`config.mk`:
```
export PLATFORM = sky130hd
export DESIGN_NAME = cdb_arbiter_rr
export DESIGN_NICKNAME = d
export VERILOG_FILES = /design/src/rtl/cdb_arbiter_rr_pkg.sv /design/src/rtl/rr_arbiter.sv /design/src/rtl/cdb_arbiter_rr.sv
export SDC_FILE = /design/constraint.sdc
export NUM_CORES = 1
export LEC_CHECK = 0
export ABC_AREA = 1
export CORE_MARGIN = 2
export CORE_UTILIZATION = 52
export CTS_BUF_LIST = sky130_fd_sc_hd__clkbuf_8
export DETAILED_ROUTE_END_ITERATION = 10
export PLACE_DENSITY = 0.83
export SLEW_MARGIN = 20
export SYNTH_ARGS = -nofsm -noshare
export SYNTH_HDL_FRONTEND = slang
export SYNTH_HIERARCHICAL = 1
export SYNTH_SLANG_ARGS = --single-unit
```
`constraint.sdc`:
```
create_clock -name Clock -period 3.16 [get_ports Clock]
set_input_delay 0.316 -clock Clock [delete_from_list [all_inputs] [get_ports Clock]]
set_output_delay 0.316 -clock Clock [all_outputs]
set_load 0.05 [all_outputs]
```
`src/rtl/cdb_arbiter_rr_pkg.sv`:
```
// Shared definitions for the Common Data Bus arbiter: default widths, the FREE tag
// and the idle bus value that register_status and seletor_uf expect.
package cdb_arbiter_rr_pkg;

  localparam int          DEF_N_UF     = 4;
  localparam int          DEF_DATA_W   = 16;
  localparam int          DEF_TAG_W    = 3;
  localparam logic [15:0] DEF_NO_VALUE = 16'hFFF0;

  // Tag 0 means "no producer"; channel i broadcasts tag i+1.
  localparam int          FREE_TAG     = 0;

  function automatic int idx_width(input int n);
    return (n > 1) ? $clog2(n) : 1;
  endfunction

endpackage

```
`src/rtl/rr_arbiter.sv`:
```
// Combinational round-robin picker: first set request at or above ptr, wrapping.
// The pointer register is owned by the instantiating module.
module rr_arbiter #(
  parameter int N     = 4,
  parameter int IDX_W = 2
) (
  input  logic [N-1:0]     req,
  input  logic [IDX_W-1:0] ptr,
  output logic [N-1:0]     grant,
  output logic [IDX_W-1:0] grant_idx,
  output logic             any_grant
);

  logic [IDX_W-1:0] idx;

  always_comb begin
    grant     = '0;
    grant_idx = '0;
    any_grant = 1'b0;
    idx       = '0;
    for (int k = 0; k < N; k++) begin
      idx = IDX_W'((int'(ptr) + k) % N);
      if (!any_grant && req[idx]) begin
        grant[idx] = 1'b1;
        grant_idx  = idx;
        any_grant  = 1'b1;
      end
    end
  end

endmodule

```
`src/rtl/cdb_arbiter_rr.sv`:
```
// Common Data Bus arbiter: one holding slot per functional unit, round-robin
// selection among occupied slots, one registered (tag, value) broadcast per cycle.
module cdb_arbiter_rr
  import cdb_arbiter_rr_pkg::*;
#(
  parameter int                N_UF     = DEF_N_UF,
  parameter int                DATA_W   = DEF_DATA_W,
  parameter int                TAG_W    = DEF_TAG_W,
  parameter logic [DATA_W-1:0] NO_VALUE = DATA_W'(DEF_NO_VALUE)
) (
  input  logic                   Clock,
  input  logic                   Reset,
  input  logic [N_UF-1:0]        Done,
  input  logic [N_UF*DATA_W-1:0] Q,
  output logic [N_UF-1:0]        Ack,
  output logic [N_UF-1:0]        Pending,
  output logic                   CDB_valid,
  output logic [TAG_W-1:0]       Qi_CDB,
  output logic [DATA_W-1:0]      Qi_CDB_data
);

  localparam int IDX_W = idx_width(N_UF);

  generate
    if (N_UF < 2 || (1 << TAG_W) <= N_UF) begin : g_bad_cfg
      $error("cdb_arbiter_rr: need N_UF >= 2 and 2**TAG_W > N_UF");
    end
  endgenerate

  logic [N_UF-1:0]   pending_q, pending_d;
  logic [IDX_W-1:0]  ptr_q, ptr_d;
  logic              cdb_valid_q, cdb_valid_d;
  logic [TAG_W-1:0]  qi_cdb_q, qi_cdb_d;
  logic [DATA_W-1:0] qi_cdb_data_q, qi_cdb_data_d;
  logic [DATA_W-1:0] slot_data [N_UF];

  logic [N_UF-1:0]   grant;
  logic [IDX_W-1:0]  grant_idx;
  logic              any_grant;
  logic [N_UF-1:0]   ack;

  rr_arbiter #(.N(N_UF), .IDX_W(IDX_W)) u_rr (
    .req       (pending_q),
    .ptr       (ptr_q),
    .grant     (grant),
    .grant_idx (grant_idx),
    .any_grant (any_grant)
  );

  // Handshake: a unit raises Done with Q and holds both stable; the result is taken
  // at the rising edge where Ack is high. A slot being drained this edge can refill.
  assign ack = Done & (~pending_q | grant) & {N_UF{~Reset}};

  for (genvar i = 0; i < N_UF; i++) begin : g_slot
    logic [DATA_W-1:0] data_q, data_d;

    always_comb begin
      data_d = data_q;
      if (ack[i]) data_d = Q[i*DATA_W +: DATA_W];
    end

    always_ff @(posedge Clock or posedge Reset) begin
      if (Reset) data_q <= '0;
      else       data_q <= data_d;
    end

    assign slot_data[i] = data_q;
  end

  always_comb begin
    pending_d     = (pending_q & ~grant) | ack;
    ptr_d         = ptr_q;
    cdb_valid_d   = any_grant;
    qi_cdb_d      = TAG_W'(FREE_TAG);
    qi_cdb_data_d = NO_VALUE;
    if (any_grant) begin
      ptr_d         = (int'(grant_idx) == N_UF - 1) ? '0 : grant_idx + IDX_W'(1);
      qi_cdb_d      = TAG_W'(grant_idx) + TAG_W'(1);
      qi_cdb_data_d = slot_data[grant_idx];
    end
  end

  always_ff @(posedge Clock or posedge Reset) begin
    if (Reset) begin
      pending_q     <= '0;
      ptr_q         <= '0;
      cdb_valid_q   <= 1'b0;
      qi_cdb_q      <= TAG_W'(FREE_TAG);
      qi_cdb_data_q <= NO_VALUE;
    end else begin
      pending_q     <= pending_d;
      ptr_q         <= ptr_d;
      cdb_valid_q   <= cdb_valid_d;
      qi_cdb_q      <= qi_cdb_d;
      qi_cdb_data_q <= qi_cdb_data_d;
    end
  end

  assign Ack         = ack;
  assign Pending     = pending_q;
  assign CDB_valid   = cdb_valid_q;
  assign Qi_CDB      = qi_cdb_q;
  assign Qi_CDB_data = qi_cdb_data_q;

endmodule

```
==> impl_metrics.env <==
export IMPL_via_per_inst=5.19
export IMPL_io_pins=98
export IMPL_io_buffers=97
export IMPL_hp_class="input pin to asynchronous set/reset pin"
export IMPL_die_width_um=95.8
export IMPL_initial_core_util_pct=53.6
export IMPL_cp_end_kind="primary output"
export IMPL_grt_total_usage_pct=27.6
export IMPL_r2r_end="Qi_CDB_data[3]"
export IMPL_slowest_delay_ns=0.46
export IMPL_ff_latch_area_um2=2270
export IMPL_hpwl_mm=8.59
export IMPL_drt_wl_total_mm=11.8
export IMPL_final_cells=761
export IMPL_syn_area_um2=4380
export IMPL_whs_ns=0.327
export IMPL_synth_top_area_share_pct=44.6
export IMPL_status="finished clean"
export IMPL_cts_buffer_depth=2
export IMPL_wl_per_cell_um=15.5
export IMPL_num_antenna_cells=0
export IMPL_grt_pass1_wl_mm=19.1
export IMPL_synth_largest_area_cell="dfrtp_1"
export IMPL_cp_start_kind="flop"
export IMPL_cts_root_buffer="clkbuf_8"
export IMPL_synth_ff_type="dfrtp_1"
export IMPL_drtIter0Drc=325
export IMPL_ff2ff_path_depth=13
export IMPL_fillCellCount=670
export IMPL_critPathMaxFanout=17
export IMPL_startpoint="ptr_q[0]"
export IMPL_final_max_slew_viol_count=0
export IMPL_arrival_ns=2.62
export IMPL_tns_ns=0
export IMPL_drc=0
export IMPL_critPathRequiredTime_ns=2.84
export IMPL_routabilityCongestion=0.906
export IMPL_ff2ff_setup_slack_ns=0.46
export IMPL_synth_top_cells_by_area="dfrtp_1 (45%), nand2_1 (26%), dfstp_2 (7.2%), nand3_1 (5.3%), inv_1 (2.7%)"
export IMPL_synth_edf_count=0
export IMPL_tightest_slew_ns=0.550
export IMPL_num_vias=3949
export IMPL_crit_end="Ack[1]"
export IMPL_dp_cells=744
export IMPL_crit_chain="inv_2 -> ha_1 -> inv_1 -> nand3_1 -> nand2_1 -> nor2_4 -> a21oi_1 -> nand3_1 -> inv_1 -> nand2_1 -> nand3_4 -> inv_4 -> buf_12"
export IMPL_core_area_um2=8180
export IMPL_clk_pin_slew_ns=0.09
export IMPL_period_share_pct=92.9
export IMPL_drive_gt1_share_pct=12.3
export IMPL_multiInputGateArea_um2=1800
export IMPL_fmax_mhz=341
export IMPL_rsz0062_at_grt="no"
export IMPL_cts_hold_buf=0
export IMPL_async_flop_share_pct=100
export IMPL_fin_nets=727
export IMPL_num_rows=33
export IMPL_yosysSeqAreaShare_pct=51.8
export IMPL_max_slew_margin_pct=63.3
export IMPL_grt_max_degree=45
export IMPL_worstSetupPathType="flop to primary output"
export IMPL_die_h_um=95.8
export IMPL_cts_htree_levels=3
export IMPL_cts_tree="yes"
export IMPL_cts_sinks=90
export IMPL_area_delta_synth_final_pct=29.1
export IMPL_yosys_warnings=6
export IMPL_netlist_instances=549
export IMPL_fin_crit_ns=2.94
export IMPL_fin_skew_ns=0.0110
export IMPL_ant_nets=0
export IMPL_numCtsBuffers=9
export IMPL_slowest_stage="dfrtp_2"
export IMPL_synth_fp_nets=625
export IMPL_clk_insertion_delay_late_ns=0.37
export IMPL_antenna_found_initial=0
export IMPL_ys_types=23
export IMPL_finalSetupViolCount=0
export IMPL_synth_seq_cells=90
export IMPL_cap_violations=0
export IMPL_drt_pre_antenna_iters=6
export IMPL_grt_pass1_vias=4009
export IMPL_gr_total_overflow=0
export IMPL_r2r_start="ptr_q[0]"
export IMPL_syn_mean_instance_area_um2=7.98
export IMPL_dieArea_um2=9170
export IMPL_final_hold_viol_count=0
## worst min path at each step
stage | end | slack, ns | startpoint
3_3_place_gp | g_slot[2].data_q[8] | 0.46 | g_slot[2].data_q[8]
3_5_place_dp | g_slot[3].data_q[11] | 0.47 | g_slot[3].data_q[11]
5_1_grt | g_slot[0].data_q[6] | 0.37 | Reset
4_1_cts | g_slot[0].data_q[7] | 0.35 | Reset
6_report | g_slot[2].data_q[15] | 0.33 | Reset
2_1_floorplan | g_slot[0].data_q[0] | 0.42 | Q[0]
## metrics by stage
stage / util, % / setup slack, ns / instance area [um^2]
2_1_floorplan: - / 0.698 / 4380
3_3_place_gp: 66.8 / 0.407 / 5460
3_5_place_dp: 66.8 / 0.389 / 5460
4_1_cts: 69.0 / 0.0735 / 5640
5_1_grt: 69.2 / 0.00915 / 5660
6_report: 69.2 / 0.223 / 5660
## cell usage after synthesis, types with 6 or more instances
cell type and n:
nand4_1 7, buf_2 9, nand3_1 46, nand2_2 16
a21oi_1 11, nand2_1 299, inv_1 31, buf_6 7
dfstp_2 12, dfrtp_1 78, ha_1 6
## cells by family after synthesis
kind of cell	share of synthesized area, %
adder cells (fa/ha/maj)	1.71
buffers and inverters	7.34
AO/OA/AOI/OAI	2.11
flip-flops	51.8
AND/OR/NAND/NOR	37.1
## timing repair
item                                    CTS  global route
endpoints found under the setup margin    1             4
resized for setup                         1             3
pin swaps                                 0             1
setup buffers                             0             1
## critical path, delay by kind of cell (launching register included)
family	cells	cell delay, ns
buffers and inverters	5	0.62
adder cells (fa/ha/maj)	1	0.39
AO/OA/AOI/OAI	1	0.11
flip-flops	1	0.46
AND/OR/NAND/NOR	6	0.67
## area by class of cell
class | count | share of cell area (%)
flip-flops and latches | 90 | 40.1
multi-input cells | 400 | 31.8
repair buffers | 111 | 19.7
inverters | 39 | 2.81
well taps | 105 | 2.32
clock buffers | 9 | 2.19
clock inverters | 7 | 1.02
## placed cells by master, fill, tap and decap left out
cell	count
nand2_2	16
dfrtp_1	76
nand4_1	7
nor2_4	2
nand2_4	1
nor2_1	1
nand3_4	5
nand3_2	1
a21boi_0	4
inv_1	31
nand3_1	46
inv_8	1
nand2_1	299
clkdlybuf4s50_1	93
clkbuf_8	9
a21oi_1	11
clkinv_2	1
inv_2	3
dfstp_2	12
ha_1	6
buf_4	14
inv_4	5
o31ai_1	1
inv_6	3
dfrtp_2	2
clkinvlp_4	2
buf_12	4
## sequential cells by signal, indices dropped and copies added (netlist names)
signal and flops:
CDB_valid 1, Qi_CDB_data 16, Qi_CDB 3, g_slot.data_q 64
Pending 4, ptr_q 2
## per-layer routing
| layer | GRT usage [%] | share of wire [%] | vias to the layer above |
|---|---|---|---|
| li1 | - | - | 1893 |
| met1 | 34.7 | 40 | 1882 |
| met2 | 49.1 | 52 | 152 |
| met3 | 3.21 | 6.4 | 22 |
| met4 | 9.76 | 2.1 | 0 |
| met5 | 0 | 0 | - |
Power is left out: the tool's default activity adds up to more than one toggle a clock period on the data nets, which glitch-free logic cannot reach.
==> edit, RTL diff (config.mk and constraints unchanged) <==
Make the reset (`Reset`) synchronous in 2 clocked blocks.
--- a/src/rtl/cdb_arbiter_rr.sv
+++ b/src/rtl/cdb_arbiter_rr.sv
@@ -60,5 +60,5 @@
     end
 
-    always_ff @(posedge Clock or posedge Reset) begin
+    always_ff @(posedge Clock) begin
       if (Reset) data_q <= '0;
       else       data_q <= data_d;
@@ -81,5 +81,5 @@
   end
 
-  always_ff @(posedge Clock or posedge Reset) begin
+  always_ff @(posedge Clock) begin
     if (Reset) begin
       pending_q     <= '0;
Function: differs if Reset is asserted again (counterexample within 4 cycles, from zero or initial values and one cycle with Reset high); with Reset held inactive, the same outputs for 4 cycles.
==> edit against the unedited design <==
  * Routed wire length is 9.8% lower
  * Count of clock-buffer cells in the layout did not move
  * Synthesized area is 6.4% lower
  * First-iteration DRC count down 17%
  * Sequential cell count unchanged
  * Synthesized cell count rose by 3.5%
  * Worst setup slack worse by 0.064 ns
  * Cell area down 6.6%
  * Critical path type unchanged
  * Critical endpoint unchanged
==> edit: results (changes against the unedited design) <==
Reg2Reg Launch Point=ptr_q[1]$_SDFFE_PP0P_ (was ptr_q[0]$_DFFE_PP0P_); Hold Crit Class=reg2reg (was in2async); Placement Setup Slack=0.339 ns (was 0.389 ns); DRT Wirelength=10.6 mm (was 11.8 mm); Clock Skews=0.0117 ns (was 0.0110 ns); # fillers=657 (was 670); first-pass GRT wire length=17.2 mm (was 19.1 mm); hpwl dp=7.95 mm (was 8.59 mm); 1st-pass router iterations=7 (was 6); vias in the first global route=3734 (was 4009); Cells after Synth=568 (was 549); met2 WL=5.23 mm (was 6.12 mm); largest net degree at the start of global routing=67 (was 45); M1 GR Usage=32.6% (was 34.7%); Seq/Total Area, Yosys=43.9% (was 51.8%); Rel. slew slack=49.5% (was 63.3%); vias post-DR=3953 (was 3949); hold_ws=0.468 ns (was 0.327 ns); Worst Path Arrival=2.68 ns (was 2.62 ns); P_comb=2860 uW; Routability Congestion=0.882 (was 0.906); dpl cells=743 (was 744); met3 usage=4.80% (was 3.21%); syn nets=644 (was 625); met1 wire length=4.46 mm (was 4.69 mm); Adder-Cell Fraction of Synth Area=1.83% (was 1.71%); met2 usage=42.9% (was 49.1%); Detail Route met3 WL=759 um (was 751 um); Num CTS Buffers=9 (unchanged); CTS Buffer Depth=2 (unchanged); r2r endpoint=Qi_CDB_data[14]$_SDFF_PP1_ (was Qi_CDB_data[3]$_DFF_PP0_); nets=729 (was 727); Synth top cells by count=228 x nand2_1, 112 x nand3_1, 90 x dfxtp_1 (was 299 x nand2_1, 78 x dfrtp_1, 46 x nand3_1); proportion of layout cells with a drive suffix above 1=9.73% (was 12.3%); Worst R2R Setup Slack=0.59 ns (was 0.46 ns); Post CTS Setup Buffer Count=0 (unchanged); outcome=finished clean (unchanged); Post-DP Area=5070 um^2 (was 5460 um^2); clock transition at the registers of the reported paths=0.09 ns (about the same); asr flop ratio synth=0% (was 100%); total global-route track usage=25.3% (was 27.6%); Initial DRC Count=269 (was 325); routed length per instance=14.0 um (was 15.5 um); PortBufs=97 (unchanged); Synth Area in Compound Gates=2.68% (was 2.11%); synth top area cells=dfxtp_1 44%, nand2_1 21%, nand3_1 14% (was dfrtp_1 45%, nand2_1 26%, dfstp_2 7.2%); Unique masters post-synth=21 (was 23); Yosys Warn Count=6 (unchanged); mux cell area share after synthesis=0% (unchanged)
==> edit: cell count changes after synthesis, sizes merged <==
cell    unedited run  this run
o31ai              1         0
clkbuf             1         0
a21oi             11        15
inv               39        44
buf               19        28
nor2               3        10
dfrtp             78         0
o21ai              0         1
nand3             52       114
dfxtp              0        90
nand2            316       249
dfstp             12         0
==> edit: final cells by class <==
type                       count  area share [%]
tap                          102            2.42
timing repair buffer         101            19.9
inverter                      44            3.41
sequential                    90            34.1
multi-input combinational    407            36.5
clock buffer                   9            2.35
clock inverter                 7            1.28
==> edit: metrics by stage <==
| stage | total power, uW | util, % |
|---|---|---|
| after detailed placement | 4300 | 66.0 |
| after CTS | 5060 | 68.5 |
| after floorplan | 3560 | - |
| final | 5100 | 68.7 |
| after global placement | 4230 | 66.0 |
| after global routing | 5450 | 68.7 |
==> edit: worst max path at each step <==
stage / cells past startpoint / slack [ns] / start / endpoint
after floorplan: 13 / 0.79 / ptr_q[0]$_SDFFE_PP0P_ / Ack[1]
after global placement: 13 / 0.46 / ptr_q[1]$_SDFFE_PP0P_ / Ack[0]
after detailed placement: 13 / 0.34 / ptr_q[1]$_SDFFE_PP0P_ / Ack[0]
after CTS: 13 / 0.02 / ptr_q[1]$_SDFFE_PP0P_ / Ack[3]
after global routing: 13 / -0.006 / ptr_q[1]$_SDFFE_PP0P_ / Ack[1]
final: 13 / 0.16 / ptr_q[1]$_SDFFE_PP0P_ / Ack[1]
==> edit: critical path, stage by stage (launching register included) <==
cell and delay, ns:
dfxtp_2 0.41, inv_1 0.14, ha_1 0.39, inv_1 0.11
nand2_1 0.09, nand2_2 0.08, nor2_2 0.25, nand3_1 0.10
nand3_1 0.10, inv_1 0.04, nand2_1 0.11, nand2_4 0.15
inv_4 0.19, buf_12 0.16
